## config.mk

```make
export PLATFORM = sky130hd
export DESIGN_NAME = uart_rx_flat
export DESIGN_NICKNAME = d
export VERILOG_FILES = /design/src/rtl/uart_rx_if.sv /design/src/rtl/uart_rx.sv /design/src/flat_wrapper.sv
export SDC_FILE = /design/constraint.sdc
export NUM_CORES = 1
export LEC_CHECK = 0
export ABC_CLOCK_PERIOD_IN_PS = 1900
export CORE_UTILIZATION = 54
export CTS_CLUSTER_DIAMETER = 200
export DETAILED_ROUTE_END_ITERATION = 16
export PLACE_DENSITY = 0.86
export SYNTH_ARGS = -nofsm -noshare
export SYNTH_HDL_FRONTEND = slang
export SYNTH_SLANG_ARGS = --single-unit
```

## constraint.sdc

```tcl
create_clock -name clk -period 1.9 [get_ports clk]
set_input_delay 0.38 -clock clk [delete_from_list [all_inputs] [get_ports clk]]
set_output_delay 0.38 -clock clk [all_outputs]
set_load 0.02 [all_outputs]
```

## src/rtl/uart_rx_if.sv

```systemverilog
// uart_rx_if: byte handshake between the UART receiver and its consumer.
//   o_valid  receiver -> consumer  holding register holds an unread byte
//   o_data   receiver -> consumer  received byte, stable while o_valid=1
//   i_ready  consumer -> receiver  consumer takes o_data this cycle
// master = receiver side, slave = consumer side.
interface uart_rx_if;
  logic       o_valid;
  logic [7:0] o_data;
  logic       i_ready;

  modport master (output o_valid, output o_data, input i_ready);
  modport slave  (input o_valid, input o_data, output i_ready);
endinterface

```

## src/rtl/uart_rx.sv

```systemverilog
// uart_rx: 8N1 serial receiver with a one-entry holding register.
//   clk, rst   clock, synchronous active-high reset
//   rx         serial input (async, idle high)
//   bus        uart_rx_if.master: o_valid/o_data out, i_ready in
//   frame_err  1-cycle pulse, stop bit sampled low
//   overrun    1-cycle pulse, good byte dropped because holding reg full
//   busy       high whenever the receiver is not idle
module uart_rx #(
  parameter int CLK_DIV = 2
) (
  input  logic      clk,
  input  logic      rst,
  input  logic      rx,
  uart_rx_if.master bus,
  output logic      frame_err,
  output logic      overrun,
  output logic      busy
);
  localparam int HALF = CLK_DIV / 2;
  localparam int CW   = $clog2(CLK_DIV) + 1;
  localparam logic [CW-1:0] HALF_END = CW'(HALF - 1);
  localparam logic [CW-1:0] BIT_END  = CW'(CLK_DIV - 1);

  typedef enum logic [2:0] {IDLE, START, DATA, STOP, BRK} state_t;

  state_t        state;
  logic          rx_m, rx_s;
  logic [CW-1:0] divcnt;
  logic [2:0]    bitcnt;
  logic [7:0]    shreg;

  // Two-flop synchroniser; resets to the idle (high) level so a reset
  // never looks like a start bit.
  always_ff @(posedge clk) begin
    if (rst) begin
      rx_m <= 1'b1;
      rx_s <= 1'b1;
    end else begin
      rx_m <= rx;
      rx_s <= rx_m;
    end
  end

  always_ff @(posedge clk) begin
    if (rst) begin
      state       <= IDLE;
      divcnt      <= '0;
      bitcnt      <= '0;
      shreg       <= '0;
      bus.o_valid <= 1'b0;
      bus.o_data  <= '0;
      frame_err   <= 1'b0;
      overrun     <= 1'b0;
      busy        <= 1'b0;
    end else begin
      frame_err <= 1'b0;
      overrun   <= 1'b0;
      // Drain; a delivery below in the same cycle overrides this.
      if (bus.o_valid && bus.i_ready) bus.o_valid <= 1'b0;

      case (state)
        IDLE: begin
          if (!rx_s) begin
            state  <= START;
            divcnt <= '0;
            busy   <= 1'b1;
          end
        end
        START: begin
          if (divcnt == HALF_END) begin
            divcnt <= '0;
            if (rx_s) begin
              // Line went back high before mid start bit: glitch.
              state <= IDLE;
              busy  <= 1'b0;
            end else begin
              state  <= DATA;
              bitcnt <= '0;
            end
          end else begin
            divcnt <= divcnt + CW'(1);
          end
        end
        DATA: begin
          if (divcnt == BIT_END) begin
            divcnt <= '0;
            shreg  <= {rx_s, shreg[7:1]};
            bitcnt <= bitcnt + 3'd1;
            if (bitcnt == 3'd7) state <= STOP;
          end else begin
            divcnt <= divcnt + CW'(1);
          end
        end
        STOP: begin
          if (divcnt == BIT_END) begin
            divcnt <= '0;
            if (rx_s) begin
              state <= IDLE;
              busy  <= 1'b0;
              if (!bus.o_valid || bus.i_ready) begin
                bus.o_data  <= shreg;
                bus.o_valid <= 1'b1;
              end else begin
                overrun <= 1'b1;
              end
            end else begin
              state     <= BRK;
              frame_err <= 1'b1;
            end
          end else begin
            divcnt <= divcnt + CW'(1);
          end
        end
        BRK: begin
          // Wait out a held-low line so it reports a single frame error.
          if (rx_s) begin
            state <= IDLE;
            busy  <= 1'b0;
          end
        end
        default: begin
          state <= IDLE;
          busy  <= 1'b0;
        end
      endcase
    end
  end
endmodule

```

## src/flat_wrapper.sv

```systemverilog
// flat-port wrapper written by rule: the top's interface ports become plain ports
module uart_rx_flat 
#(
  parameter int CLK_DIV = 2
)
  (clk, rst, rx, frame_err, overrun, busy, bus_o_valid, bus_o_data, bus_i_ready);
  uart_rx_if bus_i ();
  input  logic clk;
  input  logic rst;
  input  logic rx;
  output logic frame_err;
  output logic overrun;
  output logic busy;
  output wire logic [$bits(bus_i.o_valid)-1:0] bus_o_valid;
  output wire logic [$bits(bus_i.o_data)-1:0] bus_o_data;
  input wire logic [$bits(bus_i.i_ready)-1:0] bus_i_ready;
  assign bus_o_valid = bus_i.o_valid;
  assign bus_o_data = bus_i.o_data;
  assign bus_i.i_ready = bus_i_ready;
  uart_rx #(.CLK_DIV(CLK_DIV)) u_core (.clk(clk), .rst(rst), .rx(rx), .bus(bus_i), .frame_err(frame_err), .overrun(overrun), .busy(busy));
endmodule
```

==> flow_summary.ini <==
[run_status]
status = completed

[critical_path]
cp-end-kind = flip-flop
worst_ep_arrival_time_ns = 1.97
critPathMaxFanout = 8
required_ns = 2.14
cp-start-kind = flip-flop
critPathKind = flip-flop to flip-flop

[clock_network]
clkTransAtPathRegs_ns = 0.10
cts_hold_buffers = 0
numCtsBuffers = 5
cts_tree = yes
cts.htree.levels = 2
clock_sinks = 30
cts_buffer_depth = 2
clk_latency_ns = 0.34
post-cts-setup-buffer-count = 0
cts_root_buf = clkbuf_4
cts.repair.resized = 0

[power_and_ir_drop]
power_mw = 1.213
peakVddDrop_uv = 585.0
pwr_density_cell_nw_per_um2 = 751.4
power_leakage_nw = 0.6492

[grt]
grt_pass1_vias = 1014
grt_max_degree = 18
grt_pass1_wl_um = 4505
gr-total-overflow = 0
antenna_found_initial = 0
grt.total_usage = 0.2345

[final_layout]
syn2layout_area_growth_pct = 18.24
regArea_um2 = 600.6
fillCellCount = 196
utilization = 0.7026
multi_input_area_um2 = 708.2
insertedDiodeCount = 0
drive_above_1_share = 0.1429
nets = 177

[placement]
io_buffers = 15
dpl.hpwl_um = 1843
gp_congestion = 0.8261

[timing]
rsz0062_at_grt = no
setup_tns_ns = 0
finalHoldViolCount = 0
setup_viol = 0
post-route-period-util = 0.9147
maxSlewViolCount = 0
min_period_ns = 1.738
worst_pin_slew_ns = 0.5322
finalClockSkew_ns = 0.006312
slew_headroom = 0.6447
fmax_mhz = 575.4

[yosys]
synth-seq-cells = 30
syn_inst = 147
synth_area_leaders = dfxtp_1, mux2i_1, ha_1, nand2_1, a21oi_1
syn_avg_cell_area_um2 = 9.286
synth_cell_types = 37
synth.net_count = 157
ys_seq_area_frac = 0.4400
ys_warn_count = 0
synth_edf_count = 0
yosys.area.top_type = dfxtp_1
ys_dominant_reg_cell = dfxtp_1
synth_top_area_frac = 0.4400
synth_area_um2 = 1365
async_reset_ff_frac = 0

[drt]
ant_nets = 0
post_drt_wl_per_cell_um = 13.93
num_vias = 1101
initialDrtViolationCount = 32
wl_um = 2731
drc = 0
viasPerCell = 5.617
first_pass_iters = 4

[run]
maxCapViolCount = 0

[hold_path]
hp-class = flip-flop to flip-flop

[floorplanning]
io_pins = 16
rows = 17
start_util = 0.5942
die_x_um = 52.28
coreArea_um2 = 2297
die_y_um = 52.28
die-area_um2 = 2733
-- synth_stat cells (all sizes together), types with 2 or more instances --
master / count
a21oi: 11
ha: 6
nand2: 20
nand2b: 3
or2: 2
and2b: 2
nor2: 14
nor4bb: 2
a22o: 2
o21ai: 5
clkbuf: 3
mux2i: 9
and3: 2
buf: 4
a22oi: 3
nor4b: 2
dfxtp: 30
mux2: 2
nor3: 5
inv: 5
nor2b: 4
-- cell usage in the layout, fill, tap and decap left out, types with 3 or more instances in the layout --
| cell type | n |
|---|---|
| nor2b_1 | 4 |
| dfxtp_1 | 30 |
| nor3_1 | 5 |
| clkdlybuf4s50_1 | 15 |
| o21ai_0 | 3 |
| ha_1 | 6 |
| nor2_1 | 14 |
| mux2i_1 | 9 |
| buf_4 | 5 |
| inv_1 | 5 |
| a21oi_1 | 11 |
| nand2_1 | 20 |
| clkbuf_4 | 5 |
-- worst paths after layout --
kind,start,endpoint,slack (ns),cells past startpoint
worst max-delay path,u_core.divcnt[1]$_SDFFE_PP0P_,u_core.state[0]$_SDFFE_PP0P_,0.16,6
worst max register to register,u_core.divcnt[1]$_SDFFE_PP0P_,u_core.state[0]$_SDFFE_PP0P_,0.16,6
worst min-delay path,u_core.rx_m$_SDFF_PP1_,u_core.rx_s$_SDFF_PP1_,0.42,1
worst min register to register,u_core.rx_m$_SDFF_PP1_,u_core.rx_s$_SDFF_PP1_,0.42,1
-- where the power goes --
part	internal [mW]	switching, mW
Combinational	0.0724	0.0632
Clock	0.178	0.230
Sequential	0.640	0.0302
Total	0.890	0.323
-- sequential cells by signal, indices dropped and copies added, names as in the netlist --
| name | count |
|---|---|
| u_core.bus.o_data | 8 |
| u_core.shreg | 8 |
| u_core.bitcnt | 3 |
| u_core.state | 3 |
| u_core.divcnt | 2 |
| u_core.bus.o_valid | 1 |
| u_core.busy | 1 |
| u_core.frame_err | 1 |
| u_core.overrun | 1 |
| u_core.rx_m | 1 |
| u_core.rx_s | 1 |
-- critical path, cell delays in order (launching register included) --
cell and delay, ns:
dfxtp_1 0.38, inv_1 0.08, ha_1 0.28, nor4bb_1 0.33
nor3_1 0.12, o21a_2 0.16, mux2_4 0.29
-- kinds of logic after synthesis --
family	Yosys count	synth area share
buffers and inverters	12	0.04124
flip-flops	30	0.4400
AND/OR/NAND/NOR	62	0.2447
multiplexers	11	0.08800
AO/OA/AOI/OAI	25	0.1237
adder cells (fa/ha/maj)	7	0.06233
-- per-layer routing --
layer	global-route usage	wire, um	vias to the layer above
met1	0.2513	1172	525
met5	0	0	-
met4	0.1096	46	0
met3	0.09275	134	6
met2	0.3987	1376	27
li1	-	-	543
-- stage by stage --
| step | cells | hold WS [ns] | worst slack [ns] | instance area [um^2] |
|---|---|---|---|---|
| floorplan | 147 | 0.3895 | 0.3709 | 1365 |
| global placement | 188 | 0.3994 | 0.3115 | 1550 |
| detailed placement | 188 | 0.4033 | 0.2134 | 1550 |
| CTS | 196 | 0.4263 | 0.1665 | 1614 |
| global route | 196 | 0.4642 | 0.07841 | 1614 |
| finish | 196 | 0.4246 | 0.1620 | 1614 |
-- cell type report --
type,instances,share of cell area
multi-input cells,105,0.4388
flip-flops and latches,30,0.3721
repair buffers,20,0.1163
clock buffers,6,0.03178
well taps,28,0.02171
inverters,5,0.01163
clock inverters,2,0.007752
Note: power is estimated with default switching activity, not from simulation.
